`config.mk`:
```
export PLATFORM = sky130hd
export DESIGN_NAME = seg7_scan_driver_flat
export DESIGN_NICKNAME = d
export VERILOG_FILES = /design/src/rtl/seg7_scan_driver_if.sv /design/src/rtl/seg7_scan_driver.sv /design/src/flat_wrapper.sv
export SDC_FILE = /design/constraint.sdc
export NUM_CORES = 1
export LEC_CHECK = 0
export BUFFER_PORTS_ARGS = -buffer_cell sky130_fd_sc_hd__buf_4
export CORE_ASPECT_RATIO = 1.25
export CORE_MARGIN = 2
export CORE_UTILIZATION = 50
export CTS_BUF_LIST = sky130_fd_sc_hd__clkbuf_8
export DETAILED_ROUTE_END_ITERATION = 16
export PLACE_DENSITY = 0.84
export SKIP_CTS_REPAIR_TIMING = 1
export SYNTH_ARGS = -nofsm -noshare
export SYNTH_HDL_FRONTEND = slang
export SYNTH_SLANG_ARGS = --single-unit
```
`constraint.sdc`:
```
create_clock -name clk -period 4.5 [get_ports clk]
set_input_delay 0.45 -clock clk [delete_from_list [all_inputs] [get_ports clk]]
set_output_delay 0.45 -clock clk [all_outputs]
set_load 0.01 [all_outputs]
```
`src/rtl/seg7_scan_driver_if.sv`:
```
// -----------------------------------------------------------------------------
// seg7_scan_driver_if
//   Load channel between a value producer and seg7_scan_driver.
//
//   Handshake: the producer raises `load` for exactly one cycle with `data`/`dp`
//   valid in that same cycle. The driver always accepts it, so there is no
//   ready. `load_ack` pulses for one cycle when a captured value is shown on
//   the display, which happens at the next frame wrap. Several loads before a
//   wrap collapse into one value and produce one ack.
//
//   Signals
//     data      16  four nibbles, digit n = data[4n+3:4n]
//     dp        4   decimal point per digit, 1 = lit
//     load      1   one-cycle capture strobe
//     load_ack  1   one-cycle pulse when the pending value becomes active
// -----------------------------------------------------------------------------
interface seg7_scan_driver_if;
    logic [15:0] data;
    logic [3:0]  dp;
    logic        load;
    logic        load_ack;

    modport master (
        output data,
        output dp,
        output load,
        input  load_ack
    );

    modport slave (
        input  data,
        input  dp,
        input  load,
        output load_ack
    );
endinterface

```
`src/rtl/seg7_scan_driver.sv`:
```
// -----------------------------------------------------------------------------
// seg7_scan_driver
//   Drives a 4-digit common-anode 7-segment display from the sel/digi outputs
//   of a digit-scan FSM. The displayed value is double buffered: a load goes
//   into a pending register and only becomes active at a frame wrap
//   (sel going 3 -> 0), so one frame never mixes old and new digits.
//   Leading-zero blanking and PWM brightness on the anodes are provided.
//   Every output is registered; inputs at one edge show on the outputs
//   after that edge.
//
//   Ports
//     clk         in   1         system clock
//     rst_ni      in   1         synchronous reset, active low
//     sel_i       in   2         digit index from scan FSM (0 = rightmost)
//     digi_i      in   [4:1]     one-hot digit enable, active high
//     bus         if   slave     data/dp/load in, load_ack out
//     bright_i    in   BRIGHT_W  anode duty, lit while pwm_cnt < bright_i
//     blank_lz_i  in   1         1 = blank leading zero digits
//     seg_o       out  7         segments g..a = [6:0], active low
//     dp_o        out  1         decimal point, active low
//     an_o        out  [4:1]     anodes, active low
// -----------------------------------------------------------------------------
module seg7_scan_driver #(
    parameter int BRIGHT_W = 4
) (
    input  logic                clk,
    input  logic                rst_ni,
    input  logic [1:0]          sel_i,
    input  logic [4:1]          digi_i,
    seg7_scan_driver_if.slave   bus,
    input  logic [BRIGHT_W-1:0] bright_i,
    input  logic                blank_lz_i,
    output logic [6:0]          seg_o,
    output logic                dp_o,
    output logic [4:1]          an_o
);

    // Segment glyphs, bit order g..a, a lit segment is 0.
    function automatic logic [6:0] hex_glyph(input logic [3:0] nib);
        logic [6:0] g;
        case (nib)
            4'h0: g = 7'h40;
            4'h1: g = 7'h79;
            4'h2: g = 7'h24;
            4'h3: g = 7'h30;
            4'h4: g = 7'h19;
            4'h5: g = 7'h12;
            4'h6: g = 7'h02;
            4'h7: g = 7'h78;
            4'h8: g = 7'h00;
            4'h9: g = 7'h10;
            4'hA: g = 7'h08;
            4'hB: g = 7'h03;
            4'hC: g = 7'h46;
            4'hD: g = 7'h21;
            4'hE: g = 7'h06;
            default: g = 7'h0E;
        endcase
        return g;
    endfunction

    logic [1:0]          r_prev_sel;
    logic [15:0]         r_pend_data;
    logic [3:0]          r_pend_dp;
    logic                r_pend_v;
    logic [15:0]         r_act_data;
    logic [3:0]          r_act_dp;
    logic                r_ack;
    logic [BRIGHT_W-1:0] r_pwm_cnt;
    logic [6:0]          r_seg;
    logic                r_dp;
    logic [4:1]          r_an;

    logic        w_wrap;
    logic        w_swap;
    logic [15:0] w_cur_data;
    logic [3:0]  w_cur_dp;
    logic [3:0]  w_nib;
    logic [3:0]  w_lz;
    logic        w_blank;
    logic        w_pwm_on;
    logic        w_scan_ok;
    logic [6:0]  w_seg;
    logic        w_dp;
    logic [4:1]  w_an;

    assign w_wrap = (r_prev_sel == 2'd3) && (sel_i == 2'd0);
    assign w_swap = w_wrap && r_pend_v;

    // On the wrap cycle the digit being registered is the first of the new
    // frame, so it is taken from the value that becomes active at this edge.
    assign w_cur_data = w_swap ? r_pend_data : r_act_data;
    assign w_cur_dp   = w_swap ? r_pend_dp   : r_act_dp;

    assign w_nib = w_cur_data[{sel_i, 2'b00} +: 4];

    // w_lz[k]: digit k and every digit above it are zero. Digit 0 never blanks.
    always_comb begin
        w_lz    = 4'b0000;
        w_lz[3] = (w_cur_data[15:12] == 4'h0);
        w_lz[2] = w_lz[3] && (w_cur_data[11:8] == 4'h0);
        w_lz[1] = w_lz[2] && (w_cur_data[7:4] == 4'h0);
    end

    assign w_blank   = blank_lz_i && w_lz[sel_i];
    assign w_seg     = w_blank ? 7'h7F : hex_glyph(w_nib);
    assign w_dp      = ~w_cur_dp[sel_i];
    assign w_pwm_on  = (r_pwm_cnt < bright_i);

    // A digit enable that disagrees with sel (not one-hot, or the wrong bit)
    // darkens every anode for that cycle rather than lighting a wrong digit.
    assign w_scan_ok = (digi_i == (4'b0001 << sel_i));
    assign w_an      = w_scan_ok ? ~(digi_i & {4{w_pwm_on}}) : 4'hF;

    always_ff @(posedge clk) begin
        if (!rst_ni) begin
            r_prev_sel  <= 2'd0;
            r_pend_data <= 16'h0000;
            r_pend_dp   <= 4'h0;
            r_pend_v    <= 1'b0;
            r_act_data  <= 16'h0000;
            r_act_dp    <= 4'h0;
            r_ack       <= 1'b0;
            r_pwm_cnt   <= '0;
            r_seg       <= 7'h7F;
            r_dp        <= 1'b1;
            r_an        <= 4'hF;
        end else begin
            r_prev_sel <= sel_i;
            r_pwm_cnt  <= r_pwm_cnt + 1'b1;
            r_ack      <= w_swap;

            // Transfer reads the old pending value; a load in the same cycle
            // refills pending and keeps it valid.
            if (w_swap) begin
                r_act_data <= r_pend_data;
                r_act_dp   <= r_pend_dp;
            end
            if (bus.load) begin
                r_pend_data <= bus.data;
                r_pend_dp   <= bus.dp;
                r_pend_v    <= 1'b1;
            end else if (w_swap) begin
                r_pend_v <= 1'b0;
            end

            r_seg <= w_seg;
            r_dp  <= w_dp;
            r_an  <= w_an;
        end
    end

    assign seg_o        = r_seg;
    assign dp_o         = r_dp;
    assign an_o         = r_an;
    assign bus.load_ack = r_ack;

endmodule

```
`src/flat_wrapper.sv`:
```
// flat-port wrapper written by rule: the top's interface ports become plain ports
module seg7_scan_driver_flat 
#(
    parameter int BRIGHT_W = 4
)
  (clk, rst_ni, sel_i, digi_i, bright_i, blank_lz_i, seg_o, dp_o, an_o, bus_data, bus_dp, bus_load, bus_load_ack);
  seg7_scan_driver_if bus_i ();
  input  logic clk;
  input  logic rst_ni;
  input  logic [1:0] sel_i;
  input  logic [4:1] digi_i;
  input  logic [BRIGHT_W-1:0] bright_i;
  input  logic blank_lz_i;
  output logic [6:0] seg_o;
  output logic dp_o;
  output logic [4:1] an_o;
  input wire logic [$bits(bus_i.data)-1:0] bus_data;
  input wire logic [$bits(bus_i.dp)-1:0] bus_dp;
  input wire logic [$bits(bus_i.load)-1:0] bus_load;
  output wire logic [$bits(bus_i.load_ack)-1:0] bus_load_ack;
  assign bus_i.data = bus_data;
  assign bus_i.dp = bus_dp;
  assign bus_i.load = bus_load;
  assign bus_load_ack = bus_i.load_ack;
  seg7_scan_driver #(.BRIGHT_W(BRIGHT_W)) u_core (.clk(clk), .rst_ni(rst_ni), .sel_i(sel_i), .digi_i(digi_i), .bus(bus_i), .bright_i(bright_i), .blank_lz_i(blank_lz_i), .seg_o(seg_o), .dp_o(dp_o), .an_o(an_o));
endmodule
```
## Yosys cells after proc, flatten, opt, wreduce, memory -nomap -nowiden

Memories as Yosys holds them, arrays and structs flattened. A register that Yosys moved wholly into a read port is not among the register bits.
Index checks and enable logic that the tools add are counted.

- Bits in registers: 53
- Bits in read-only memories: 112
- Input bits: 34
- Logic and storage cells: 42
- Memories kept: 1

Memory list:

| memory | depth | width | read ports | clocked after Yosys merged registers in | wr ports | RTL line | text |
|---|---|---|---|---|---|---|---|
| (no name shown) | 16 | 7 | 1 | 1 | 0 | seg7_scan_driver.sv:41 | `case (nib)` |

- Add/sub/neg operators: 1
- Magnitude comparators: 2
- Equality and inequality tests: 2
- Shifts and indexed selects: 2
- Mux-type cells: 8
- Bitwise gates (word level): 4
- Reductions and logical operators: 12

Operators by type and width:

| kind | count |
|---|---|
| $mux W16 | 1 |
| $shiftx A16 B5 Y4 | 1 |
| $logic_not A4 Y1 | 3 |
| $logic_and A1 B1 Y1 | 5 |
| $add A4 B1 Y4 const B | 1 |
| $and A4 B4 Y4 | 1 |
| $bmux W1 S2 | 2 |
| $eq A4 B4 Y1 | 1 |
| $lt A4 B4 Y1 | 1 |
| $mux W1 | 4 |
| $mux W4 | 1 |
| $not A4 Y4 | 1 |
| $shl A1 B2 Y4 const A | 1 |
| $lt A2 B3 Y1 const B | 1 |
| $eq A2 B2 Y1 const B | 1 |
| $logic_not A2 Y1 | 1 |
| $not A1 Y1 | 2 |
| $reduce_and A2 Y1 | 1 |
| $reduce_bool A2 Y1 | 1 |
| $reduce_or A2 Y1 | 1 |

## Longest topological paths before layout

Gate-level depths: netlist of the first run.

- Depth after elaboration: 11
- Depth in mapped cells: 10
- Depth with buffers taken out: 8

## Worst setup path after synthesis of the first run

Ideal clock, no wire load.

- Kind: input -> register
- Start: input port sel_i[0]
- End: register u_core.r_seg[6] (netlist: u_core.seg_o[6])
- Setup time: 0.122 ns
- Arrival: 2.259 ns
- Required time: 4.378 ns
- Setup slack: 2.120 ns
- Cell stages on the path: 10
- Buffers on the path: 2
- Cells stage by stage: buf_2 -> buf_1 -> mux2_2 -> nand2_1 -> o31a_1 -> inv_1 -> ha_1 -> nand2_1 -> o21ai_0 -> a221o_1

- Word-level cells in the longest chain between the ends: 11
- Elaborated cells between the ends (all ways): 14
- Classes of those cells: shift: 1; mux: 3; reduce/logical: 10

RTL lines:

| element | RTL line | text |
|---|---|---|
| start: declaration | flat_wrapper.sv:10 | `input logic [1:0] sel_i;` |
| $logic_not A2 Y1 | seg7_scan_driver.sv:87 | `assign w_wrap = (r_prev_sel == 2'd3) && (sel_i == 2'd0);` |
| $logic_and A1 B1 Y1 | seg7_scan_driver.sv:87 |  |
| $logic_and A1 B1 Y1 | seg7_scan_driver.sv:88 | `assign w_swap = w_wrap && r_pend_v;` |
| $mux W16 | seg7_scan_driver.sv:92 | `assign w_cur_data = w_swap ? r_pend_data : r_act_data;` |
| $logic_not A4 Y1 (on tied branches) | seg7_scan_driver.sv:100, seg7_scan_driver.sv:101 |  |
| $logic_and A1 B1 Y1 | seg7_scan_driver.sv:101 | `w_lz[2] = w_lz[3] && (w_cur_data[11:8] == 4'h0);` |
| $logic_and A1 B1 Y1 | seg7_scan_driver.sv:102 | `w_lz[1] = w_lz[2] && (w_cur_data[7:4] == 4'h0);` |
| $bmux W1 S2 | seg7_scan_driver.sv:105 | `assign w_blank = blank_lz_i && w_lz[sel_i];` |
| $mux W1 (not written as such) | seg7_scan_driver.sv:105 |  |
| $logic_and A1 B1 Y1 | seg7_scan_driver.sv:105 |  |
| $reduce_or A2 Y1 (no source line) | n/a |  |
| end: declaration | seg7_scan_driver.sv:70 | `logic [6:0] r_seg;` |

Several ways; a longest one is shown, not always the timed one. The select of a mux whose other input is x is not followed.
A chain may end at the register's enable or synchronous reset.

## Worst setup path in the final report of the first run

- Start: register u_core.r_pend_v
- End: register u_core.r_seg[5] (netlist: u_core.seg_o[5])

- Word-level cells in the longest chain between the ends: 9
- Elaborated cells between the ends (all ways): 12
- Classes of those cells: shift: 1; mux: 3; reduce/logical: 8

RTL lines:

| element | RTL line | text |
|---|---|---|
| start: declaration | seg7_scan_driver.sv:65 | `logic r_pend_v;` |
| start signal: assignment | seg7_scan_driver.sv:120 | `r_pend_v <= 1'b0;` |
| start signal: assignment | seg7_scan_driver.sv:142 | `r_pend_v <= 1'b1;` |
| start signal: assignment | seg7_scan_driver.sv:144 | `r_pend_v <= 1'b0;` |
| $logic_and A1 B1 Y1 * | seg7_scan_driver.sv:88 |  |
| $mux W16 * | seg7_scan_driver.sv:92 |  |
| $logic_not A4 Y1 (on tied branches) | seg7_scan_driver.sv:100, seg7_scan_driver.sv:101 |  |
| $logic_and A1 B1 Y1 | seg7_scan_driver.sv:101 |  |
| $logic_and A1 B1 Y1 | seg7_scan_driver.sv:102 |  |
| $bmux W1 S2 | seg7_scan_driver.sv:105 |  |
| $mux W1 (not written as such) | seg7_scan_driver.sv:105 |  |
| $logic_and A1 B1 Y1 | seg7_scan_driver.sv:105 |  |
| $reduce_or A2 Y1 (no source line) | n/a |  |

Mark *: on every way between the ends. The rest lies on a longest branch, timed or not. The select of a mux whose other input is x is not followed.

==> reports/qor.log, run 1 <==
qor: floorplanning.placeableCoreArea 0.005116 mm2
qor: timing.actual_slew_at_the_worst_max_slew_pin 0.8642 ns
qor: critical_path.worstReg2RegStart u_core.r_pend_v
qor: global_route.number_of_antenna_violations_at_the_first_check_in_global_routing 0
qor: global_route.first_global_vias 2,078
qor: route.drcViolationCount 0
qor: layout.antenna-diode-count 0
qor: yosys.synth_warnings 0
qor: critical_path.cp_data_required_time 4.73 ns
qor: yosys.mappedNetlistNets 324
qor: clock_tree.tritoncts done
qor: critical_path.worst_path_max_delay_cell sky130_fd_sc_hd__mux4_2
qor: route.dr.first_iter.drc_count 94
qor: power.p_int 0.9312 mW
qor: power.max-vdd-ir-drop 201.4 uV
qor: yosys.avgSynthCellArea 9.576 um2
qor: floorplanning.start_util 0.5241
qor: route.dr_vias 2,109
qor: timing.setup_viol 0
qor: floorplanning.ioPinCount 47
qor: timing.final_critical_path_share_of_the_clock_period 0.4990
qor: floorplanning.die_area 0.005968 mm2
qor: yosys.yosysUniqueCellTypes 47
qor: floorplanning.floorplan.rows 29
qor: yosys.synth_top_flop_cell sky130_fd_sc_hd__dfxtp_1
qor: critical_path.worst_r2r_path_depth 7
qor: yosys.synth_instances 280
qor: global_route.grt_pass1_wl 9356 um
qor: yosys.async_set_reset_flop_share_out_of_synthesis 0
qor: route.routed_wl 5415 um
qor: critical_path.cp.arrival 2.47 ns
qor: timing.timing_max_transition_violations_final 0
qor: placement.placement.setup.worst_slack 2.213 ns
qor: layout.most_used_cells_in_the_layout_excluding_fill_and_tap_cells 60 x sky130_fd_sc_hd__dfxtp_1, 52 x sky130_fd_sc_hd__nand2_1, 48 x sky130_fd_sc_hd__buf_4, 23 x sky130_fd_sc_hd__nor2b_1, 23 x sky130_fd_sc_hd__mux2i_1
qor: floorplanning.chipWidth 69.50 um
qor: placement.gp_congestion 0.7944
qor: route.antenna_violating_nets_post_route 0
qor: yosys.number_of_enable_type_register_cells_in_the_synthesized_netlist 0
qor: critical_path.reg_to_reg_slack_setup 2.25 ns
qor: clock_tree.path_clk_slew 0.07 ns
qor: timing.worst_slack 2.254 ns
qor: placement.buffer_ports.inserted 46
qor: global_route.gr-usage-all-layers 0.1991
qor: global_route.grt_overflow 0
qor: flow_run.timing.max_cap.violations 0
qor: yosys.post_synth_instance_area 0.002681 mm2
qor: power.combPwrFrac 0.089
qor: timing.endpoints_failing_hold 0
qor: yosys.yosysSeqAreaShare 0.4480
qor: timing.grt_setup_unrepaired false
qor: status.status finished, final reports clean
qor: power.power.static_leakage 1.380 nW
qor: yosys.synth.ff_latch_count 60
qor: power.seq_power_share 0.472
qor: power.power.switching 0.2658 mW
qor: timing.period_minus_slack 2.246 ns
qor: layout.syn2layout_area_growth 22.26%
qor: timing.slew_headroom 0.4189
qor: layout.design.final.nets 368
qor: timing.hold_ws 0.2962 ns
qor: route.detailedRoute.firstPassIterationCount 4
qor: power.power_density 365.2 mW/mm2
qor: clock_tree.cts-buffers-inserted 9
qor: critical_path.worstReg2RegEnd u_core.seg_o[5]
qor: critical_path.timing.critical_path.cells nand3_4, mux2_4, mux4_2, ha_1, nand2_1, o21ai_0, a221o_1
qor: layout.layout-drive-gt1-share 0.2280
qor: timing.clock_skews 0.007300 ns
qor: critical_path.endpoint_kind flip-flop
qor: critical_path.crit_path_end u_core.seg_o[5]
qor: power.swShare 0.2221
qor: clock_tree.numClockSinks 60
qor: route.post_drt_via_cell_ratio 5.394
qor: clock_tree.cts.path.max_buffers 2
qor: critical_path.critical_path_peak_fanout 6
qor: clock_tree.cts_max_level 3
qor: timing.setup-tns-final 0 ns
qor: route.route.detailed.wl_per_inst 13.85 um
qor: min_path.hold_class in2reg
qor: clock_tree.clockRootBuffer sky130_fd_sc_hd__clkbuf_8
qor: placement.dp.final_hpwl 3831 um
qor: floorplanning.fp.dieH 85.88 um
qor: critical_path.critPathLaunch u_core.r_pend_v
qor: power.clkPwrFrac 0.439
qor: clock_tree.worst_skew_pair.late_latency 0.34 ns
qor: critical_path.critical_path_startpoint_category flip-flop
qor: critical_path.max_stage_delay 0.53 ns
qor: timing.achievable-frequency 445.3 MHz
qor: layout.commonest_non_fill_non_tap_cell_in_the_layout sky130_fd_sc_hd__dfxtp_1
qor: critical_path.worstSetupPathType reg2reg
qor: global_route.pin_count_of_the_biggest_net_entering_global_routing 52
## how the worst min path moves through the flow
stage,from,endpoint,slack (ns),cells past startpoint
global placement,u_core.r_pend_data[7],u_core.r_act_data[7],0.45,2
CTS,digi_i[4],u_core.an_o[4],0.28,2
global route,digi_i[4],u_core.an_o[4],0.29,2
floorplan,u_core.r_pwm_cnt[0],u_core.r_pwm_cnt[0],0.43,1
finish,digi_i[4],u_core.an_o[4],0.30,2
detailed placement,u_core.r_act_data[7],u_core.r_act_data[7],0.46,2
## cell usage after synthesis, types with 2 or more instances
cell type                  instances  area share
sky130_fd_sc_hd__ha_1             10       0.047
sky130_fd_sc_hd__nand2b_1          5       0.012
sky130_fd_sc_hd__o21ai_0           5      0.0093
sky130_fd_sc_hd__nor3_1            3      0.0056
sky130_fd_sc_hd__buf_1             4      0.0056
sky130_fd_sc_hd__clkbuf_1         10       0.014
sky130_fd_sc_hd__and2_1            7       0.016
sky130_fd_sc_hd__a211oi_1          2      0.0056
sky130_fd_sc_hd__a21boi_0         19       0.053
sky130_fd_sc_hd__nor2_1            3      0.0042
sky130_fd_sc_hd__inv_1             5      0.0070
sky130_fd_sc_hd__nor4_1            3      0.0070
sky130_fd_sc_hd__mux2i_1          23       0.086
sky130_fd_sc_hd__a221o_1           2      0.0075
sky130_fd_sc_hd__mux2_2            2      0.0084
sky130_fd_sc_hd__dfxtp_1          60        0.45
sky130_fd_sc_hd__a21o_1            3      0.0084
sky130_fd_sc_hd__nand3_1           2      0.0037
sky130_fd_sc_hd__nor2b_1          23       0.054
sky130_fd_sc_hd__mux4_2            2       0.017
sky130_fd_sc_hd__xnor2_1           2      0.0065
sky130_fd_sc_hd__a21oi_1           7       0.013
sky130_fd_sc_hd__nand2_1          52       0.073
sky130_fd_sc_hd__a311o_1           3       0.011
## sequential cells by signal, summed over array words and instances (netlist names)
| signal | count |
|---|---|
| u_core.r_act_data | 16 |
| u_core.r_pend_data | 16 |
| u_core.seg_o | 7 |
| u_core.an_o | 4 |
| u_core.r_act_dp | 4 |
| u_core.r_pend_dp | 4 |
| u_core.r_pwm_cnt | 4 |
| u_core.r_prev_sel | 2 |
| u_core.bus.load_ack | 1 |
| u_core.dp_o | 1 |
| u_core.r_pend_v | 1 |
## routing by layer
metal	vias to the layer above	share of wire	GRT usage	wire, um
met5	-	0	0	0
met4	0	0.020	0.1159	108
met3	9	0.049	0.05640	267
met2	50	0.51	0.3304	2739
met1	986	0.42	0.2296	2300
li1	1064	-	-	-
## logic make-up (layout without fill, tap and decap cells)
family | after synthesis | in the layout | synth area share
AO/OA/AOI/OAI | 52 | 52 | 0.1461
XOR/XNOR | 3 | 3 | 0.009801
adder cells (fa/ha/maj) | 10 | 10 | 0.04666
buffers and inverters | 20 | 69 | 0.02846
flip-flops | 60 | 60 | 0.4480
multiplexers | 28 | 28 | 0.1167
AND/OR/NAND/NOR | 107 | 107 | 0.2044
## metrics by stage
stage / util / cell area (um2) / instances / power (mW)
floorplan: - / 2681 / 280 / 0.6382
detailed placement: 0.5984 / 3062 / 375 / 0.6841
global placement: 0.5984 / 3062 / 375 / 0.6802
finish: 0.6407 / 3278 / 391 / 1.197
CTS: 0.6407 / 3278 / 391 / 1.208
global route: 0.6407 / 3278 / 391 / 1.247
## power groups by stage
stage	Clock, mW	Sequential [mW]	Combinational, mW
finish	0.525	0.565	0.107
global route	0.560	0.567	0.120
CTS	0.535	0.565	0.108
detailed placement	0	0.577	0.108
global placement	0	0.576	0.104
floorplan	0	0.575	0.0631
## critical path, delay by kind of cell (launching register included)
kind                       cells  cell delay (ns)
AOI/OAI and AO/OA              2             0.41
adders and majority gates      1             0.25
DFF                            1             0.42
and+or+nand+nor                2             0.21
muxes                          2             0.84
## layout make-up
class	instances	area, um2
inverter	5	18.77
clock buffer	10	137.6
fill	425	1838
multi-input combinational	200	1404
clock inverter	6	78.83
tap	62	77.57
timing repair buffer	48	360.3
sequential	60	1201
Power figures use the tool's default switching activity.
==> run 2: changes to the inputs <==
- ABC_AREA: default -> 1
- PLACE_DENSITY: 0.84 -> 0.86
- clock period: 4.5 -> 2.05 ns (I/O delays scaled with it)
==> run 2 against run 1 <==
Compared with the run above: routed wire length rose by 11%; critical path type unchanged; synthesized cell count rose by 32%; first-iteration DRC count rose by 64%; sequential power rose by 120%; clock-buffer cell count fell by 1; worst hold slack got worse by 0.23 ns; largest cell class unchanged.
==> reports/qor.log, run 2 <==
qor: placement.gp_congestion 0.8516
qor: layout.most_used_cells_in_the_layout_excluding_fill_and_tap_cells 71 x sky130_fd_sc_hd__nand2_1, 59 x sky130_fd_sc_hd__buf_4, 59 x sky130_fd_sc_hd__dfxtp_1, 44 x sky130_fd_sc_hd__nor2_1, 43 x sky130_fd_sc_hd__inv_1
qor: critical_path.worstSetupPathType reg2reg
qor: status.status finished, final reports clean
qor: floorplanning.floorplan.rows 30
qor: global_route.grt_pass1_wl 9970 um
qor: layout.final.fill_count 465
qor: power.max-vdd-ir-drop 512.4 uV
qor: route.post_drt_via_cell_ratio 5.123
qor: yosys.synth_top_area_cell sky130_fd_sc_hd__dfxtp_1
qor: critical_path.timing.critical_path.cells nand2_1, clkinv_4, buf_4, nand4_1, nand2_1, o21ai_2, nor2_4, inv_1, ha_1, nand2_1, nand2_1, nand2_1, nand3_1
qor: power.power.static_leakage 1.687 nW
qor: clock_tree.clockRootBuffer sky130_fd_sc_hd__clkbuf_8
qor: route.dr_vias 2,536
qor: floorplanning.die_area 0.006272 mm2
qor: timing.grt_setup_unrepaired false
qor: critical_path.critical_path_peak_fanout 11
qor: layout.design_area 0.003468 mm2
qor: critical_path.max_stage_delay 0.31 ns
qor: yosys.synth_top_flop_cell sky130_fd_sc_hd__dfxtp_1
qor: layout.antenna-diode-count 0
qor: yosys.yosysUniqueCellTypes 33
qor: critical_path.worst_path_max_delay_cell sky130_fd_sc_hd__dfxtp_1
qor: timing.final_critical_path_share_of_the_clock_period 0.9342
qor: yosys.synth.ff_latch_count 60
qor: global_route.number_of_antenna_violations_at_the_first_check_in_global_routing 0
qor: power.power_density 725.3 mW/mm2
qor: timing.slew_headroom 0.5774
qor: timing.actual_slew_at_the_worst_max_slew_pin 0.6332 ns
qor: timing.period_minus_slack 1.915 ns
qor: route.detailedRoute.firstPassIterationCount 4
qor: critical_path.critical_path_startpoint_category flip-flop
qor: timing.timing_max_transition_violations_final 0
qor: placement.buffer_ports.inserted 46
qor: global_route.grt_overflow 0
qor: clock_tree.worst_skew_pair.late_latency 0.34 ns
qor: yosys.avgSynthCellArea 7.636 um2
qor: route.route.detailed.wl_per_inst 12.15 um
qor: yosys.synth_warnings 0
qor: yosys.post_synth_instance_area 0.002825 mm2
qor: timing.endpoints_failing_hold 0
qor: clock_tree.numClockSinks 60
qor: floorplanning.fp.dieH 88.04 um
qor: layout.commonest_non_fill_non_tap_cell_in_the_layout sky130_fd_sc_hd__nand2_1
qor: clock_tree.cts_max_level 3
qor: timing.setup_viol 0
qor: yosys.number_of_enable_type_register_cells_in_the_synthesized_netlist 0
qor: layout.utilization 0.6372
qor: yosys.yosysSeqAreaShare 0.4252
qor: critical_path.endpoint_kind flip-flop
qor: floorplanning.ioPinCount 47
qor: clock_tree.tritoncts done
qor: clock_tree.path_clk_slew 0.07 ns
qor: yosys.area_share_of_the_largest_cell_type_after_synthesis 0.4252
qor: critical_path.crit_path_frequent_cell sky130_fd_sc_hd__nand2_1
qor: yosys.yosys-top-cells-count 71 x sky130_fd_sc_hd__nand2_1, 60 x sky130_fd_sc_hd__dfxtp_1, 44 x sky130_fd_sc_hd__nor2_1, 43 x sky130_fd_sc_hd__inv_1, 29 x sky130_fd_sc_hd__nand3_1
qor: placement.post_dp_cell_area 0.003232 mm2
qor: layout.syn2layout_area_growth 22.76%
qor: floorplanning.placeableCoreArea 0.005443 mm2
qor: clock_tree.cts.path.max_buffers 2
qor: floorplanning.chipWidth 71.24 um
qor: route.dr.first_iter.drc_count 154
qor: critical_path.cp.arrival 2.14 ns
qor: timing.clock_skews 0.004498 ns
qor: critical_path.critical_path.top_delay_family simple AND/OR/NAND/NOR gates
qor: route.drcViolationCount 0
qor: timing.setup-tns-final 0 ns
qor: route.routed_wl 6016 um
qor: global_route.pin_count_of_the_biggest_net_entering_global_routing 28
qor: layout.design.final.nets 470
qor: yosys.synth_instances 370
qor: flow_run.timing.max_cap.violations 0
qor: placement.dp.final_hpwl 4351 um
qor: route.antenna_violating_nets_post_route 0
qor: yosys.synth_top_cells_by_area sky130_fd_sc_hd__dfxtp_1 43%, sky130_fd_sc_hd__nand2_1 9.4%, sky130_fd_sc_hd__nor2_1 5.8%
qor: layout.layout-drive-gt1-share 0.2459
qor: global_route.first_global_vias 2,382
qor: critical_path.crit_buf_inv 3
qor: global_route.gr-usage-all-layers 0.2035
qor: floorplanning.start_util 0.5191
qor: yosys.async_set_reset_flop_share_out_of_synthesis 0
qor: yosys.mappedNetlistNets 414
qor: timing.achievable-frequency 522.2 MHz
qor: clock_tree.cts-buffers-inserted 9
qor: critical_path.cp_data_required_time 2.27 ns
qor: yosys.synthMostInstantiatedCell sky130_fd_sc_hd__nand2_1
qor: min_path.hold_class in2reg
-- run 2: cell types whose count changed after synthesis, sizes merged, moves of 5 or more --
cell,delta
nor2,+48
nand4,+16
and2,-7
nand2,+28
nand2b,-5
nor2b,-23
mux2i,-19
nand3,+30
inv,+40
a21boi,-19
a21oi,+11
o21ai,+21
-- run 2: stage by stage --
step	power (mW)	cells	worst slack, ns	hold WS [ns]
floorplan	1.403	370	0.2168	0.2892
global placement	1.503	475	0.09968	0.4178
detailed placement	1.513	475	0.01506	0.4264
CTS	2.528	491	0.04247	0.06144
global route	2.606	495	0.005531	0.06913
finish	2.515	495	0.1350	0.06877
-- run 2: worst register-to-register path, stage by stage, from the launching register on --
cell and delay (ns):
sky130_fd_sc_hd__dfxtp_1 0.31, sky130_fd_sc_hd__nand2_1 0.08, sky130_fd_sc_hd__clkinv_4 0.12, sky130_fd_sc_hd__buf_4 0.13, sky130_fd_sc_hd__nand4_1 0.09, sky130_fd_sc_hd__nand2_1 0.14, sky130_fd_sc_hd__o21ai_2 0.08, sky130_fd_sc_hd__nor2_4 0.16
sky130_fd_sc_hd__inv_1 0.10, sky130_fd_sc_hd__ha_1 0.22, sky130_fd_sc_hd__nand2_1 0.11, sky130_fd_sc_hd__nand2_1 0.09, sky130_fd_sc_hd__nand2_1 0.08, sky130_fd_sc_hd__nand3_1 0.08
-- run 2: cell families after synthesis --
group | after synthesis | synth area share
xor+xnor | 3 | 0.009302
simple gates | 184 | 0.3189
compound gates | 47 | 0.08947
buf+inv | 62 | 0.09875
fa+ha+maj | 10 | 0.04429
flops | 60 | 0.4252
mux | 4 | 0.01417
-- run 2: path summary, 6_finish.rpt --
path | from | end | slack [ns] | cells after the start
max reg2reg | u_core.r_prev_sel[1] | u_core.seg_o[5] | 0.13 | 13
min | digi_i[1] | u_core.an_o[1] | 0.07 | 2
max | u_core.r_prev_sel[1] | u_core.seg_o[5] | 0.13 | 13
min reg2reg | u_core.r_pend_data[0] | u_core.r_pend_data[0] | 0.45 | 2
-- run 2: routing by layer --
metal | vias up | part of all wire | global-route usage
li1 | 1301 | - | -
met1 | 1138 | 0.42 | 0.2157
met2 | 84 | 0.49 | 0.3695
met3 | 13 | 0.059 | 0.05178
met4 | 0 | 0.026 | 0.1063
met5 | - | 0 | 0
-- run 2: where the power goes --
group	total [mW]	switching, mW	leakage [nW]	internal (mW)
clock network	1.02	0.469	0.0910	0.553
registers	1.24	0.0214	0.493	1.22
logic	0.256	0.141	1.10	0.115
total	2.52	0.631	1.69	1.88
-- run 2: layout make-up --
class / count / area [um2] / area share
Clock buffer: 9 / 123.9 / 0.03571
Clock inverter: 7 / 67.56 / 0.01948
Inverter: 46 / 177.7 / 0.05123
Multi-Input combinational cell: 249 / 1363 / 0.3929
Sequential cell: 60 / 1202 / 0.3467
Tap cell: 64 / 80.08 / 0.02309
Timing Repair Buffer: 60 / 454.2 / 0.1310
==> run 3: changes to the inputs <==
- ABC_CLOCK_PERIOD_IN_PS: default -> 2050
- CTS_BUF_LIST: sky130_fd_sc_hd__clkbuf_8 -> sky130_fd_sc_hd__clkbuf_16
==> run 3 against run 2 <==
Compared with the run above: clock power is 43% higher; critical path depth up 1; non-clock buffer count grew 1; sequential power is essentially flat; register-to-register slack about the same; first-iteration DRC count is 11% higher; die area stayed put; combinational power about the same; cell area grew 3.1%; critical path type unchanged; largest cell class unchanged; largest power group is now the clock network.
==> reports/qor.log, run 3 (synthesis gave the netlist of run 2 again) <==
qor: floorplanning.fp.dieH 88.04 um
qor: timing.endpoints_failing_hold 0
qor: critical_path.worstReg2RegStart u_core.r_prev_sel[1]
qor: critical_path.max_stage_delay 0.31 ns
qor: route.routed_wl 6485 um
qor: global_route.first_global_vias 2,435
qor: min_path.min_to u_core.an_o[1]
qor: route.route.detailed.wl_per_inst 13.07 um
qor: timing.clock_skews 0.002319 ns
qor: placement.gp_congestion 0.8516
qor: critical_path.cp_data_required_time 2.26 ns
qor: critical_path.worstSetupPathType reg2reg
qor: floorplanning.die_area 0.006272 mm2
qor: layout.antenna-diode-count 0
qor: layout.layout-drive-gt1-share 0.2477
qor: status.status finished, final reports clean
qor: layout.commonest_non_fill_non_tap_cell_in_the_layout sky130_fd_sc_hd__nand2_1
qor: route.dr_vias 2,576
qor: layout.syn2layout_area_growth 26.62%
qor: timing.actual_slew_at_the_worst_max_slew_pin 0.6396 ns
qor: layout.layout.cells.non_filler 496
qor: clock_tree.worst_skew_pair.late_latency 0.33 ns
qor: critical_path.crit_path_frequent_cell sky130_fd_sc_hd__nand2_1
qor: timing.setup_viol 0
qor: clock_tree.clockRootBuffer sky130_fd_sc_hd__clkbuf_16
qor: clock_tree.cts.path.max_buffers 2
qor: timing.timing_max_transition_violations_final 0
qor: critical_path.timing.critical_path.cells nand2_1, clkinv_4, nand3_4, nand2_1, nand2_1, nand2_1, nand2_1, nor2_2, inv_1, ha_1, inv_1, nand2_1, nand3_1, nand3_1
qor: min_path.hold_class in2reg
qor: timing.final_critical_path_share_of_the_clock_period 0.9276
qor: clock_tree.path_clk_slew 0.05 ns
qor: global_route.pin_count_of_the_biggest_net_entering_global_routing 28
qor: floorplanning.placeableCoreArea 0.005443 mm2
qor: global_route.grt_overflow 0
qor: layout.design_area 0.003577 mm2
qor: floorplanning.ioPinCount 47
qor: placement.placedCellCount 475
qor: global_route.grt_pass1_wl 10,370 um
qor: power.power.static_leakage 1.737 nW
qor: floorplanning.floorplan.rows 30
qor: critical_path.cp.arrival 2.11 ns
qor: power.max-vdd-ir-drop 635.0 uV
qor: clock_tree.cts_max_level 3
qor: critical_path.worstReg2RegEnd u_core.seg_o[0]
qor: route.detailedRoute.firstPassIterationCount 5
qor: critical_path.worst_r2r_path_depth 14
qor: global_route.number_of_antenna_violations_at_the_first_check_in_global_routing 0
qor: layout.design.final.nets 471
qor: critical_path.crit_buf_inv 3
qor: critical_path.worst_path_max_delay_cell sky130_fd_sc_hd__dfxtp_1
qor: floorplanning.chipWidth 71.24 um
qor: placement.buffer_ports.inserted 46
qor: flow_run.timing.max_cap.violations 0
qor: critical_path.reg_to_reg_slack_setup 0.15 ns
qor: route.drcViolationCount 0
qor: min_path.hold_start digi_i[1]
qor: placement.dp.final_hpwl 4351 um
qor: clock_tree.numClockSinks 60
qor: layout.most_used_cells_in_the_layout_excluding_fill_and_tap_cells 71 x sky130_fd_sc_hd__nand2_1, 60 x sky130_fd_sc_hd__buf_4, 59 x sky130_fd_sc_hd__dfxtp_1, 44 x sky130_fd_sc_hd__nor2_1, 43 x sky130_fd_sc_hd__inv_1
qor: global_route.gr-usage-all-layers 0.2139
qor: critical_path.critical_path_startpoint_category flip-flop
qor: route.dr.first_iter.drc_count 171
qor: placement.post_dp_cell_area 0.003232 mm2
qor: floorplanning.start_util 0.5191
qor: timing.setup-tns-final 0 ns
qor: critical_path.endpoint_kind flip-flop
qor: clock_tree.tritoncts done
qor: power.power_density 825.8 mW/mm2
qor: min_path.worst_hold_path.num_cells 2
qor: timing.achievable-frequency 525.9 MHz
qor: route.antenna_violating_nets_post_route 0
qor: timing.period_minus_slack 1.902 ns
qor: clock_tree.cts-buffers-inserted 9
qor: timing.slew_headroom 0.5731
qor: critical_path.critical_path.top_delay_family simple AND/OR/NAND/NOR gates
qor: route.post_drt_via_cell_ratio 5.194
qor: critical_path.critical_path_peak_fanout 11
run 3: cell types whose count changed in the layout (fill, tap and decap cells not counted), sizes merged:
cell	previous run	this run
buf	60	61
run 3: where the power goes:
group	switching (mW)	internal, mW	total (mW)	leakage, nW
combinational	0.143	0.116	0.259	1.11
clock	0.524	0.931	1.46	0.137
sequential	0.0213	1.22	1.24	0.493
total	0.689	2.27	2.95	1.74
run 3: worst max path at each step:
stage                         start              end  slack (ns)  depth (start not counted)
6_report       u_core.r_prev_sel[1]  u_core.seg_o[0]        0.15                         14
5_1_grt        u_core.r_prev_sel[0]  u_core.seg_o[6]      -0.009                         12
4_1_cts        u_core.r_prev_sel[1]  u_core.seg_o[6]        0.05                         14
3_5_place_dp               sel_i[1]  u_core.seg_o[6]        0.02                         13
3_3_place_gp               sel_i[1]  u_core.seg_o[3]         0.1                         13
2_1_floorplan       u_core.r_pend_v  u_core.seg_o[0]        0.22                         12
run 3: per-stage QoR:
step                hold slack, ns  utilization  power [mW]  setup slack, ns
finish                     0.08558       0.6572       2.954           0.1484
global route               0.08133       0.6572       3.058        -0.008844
CTS                        0.07980       0.6476       2.972          0.05303
detailed placement          0.4264       0.5938       1.513          0.01506
global placement            0.4178       0.5938       1.503          0.09968
floorplan                   0.2892            -       1.403           0.2168
run 3: cell type report:
cell class	count	area, um2
Clock inverter	7	67.56
Multi-Input combinational cell	249	1363
Tap cell	64	80.08
Sequential cell	60	1202
Clock buffer	9	225.2
Fill cell	452	1866
Timing Repair Buffer	61	461.7
Inverter	46	177.7
run 3: metal layers:
metal / share of wire / global-route usage / wire length (um) / vias up
li1: - / - / - / 1306
met1: 0.40 / 0.2230 / 2621 / 1154
met2: 0.51 / 0.3855 / 3276 / 100
met3: 0.061 / 0.06904 / 397 / 16
met4: 0.029 / 0.1046 / 189 / 0
met5: 0 / 0 / 0 / -
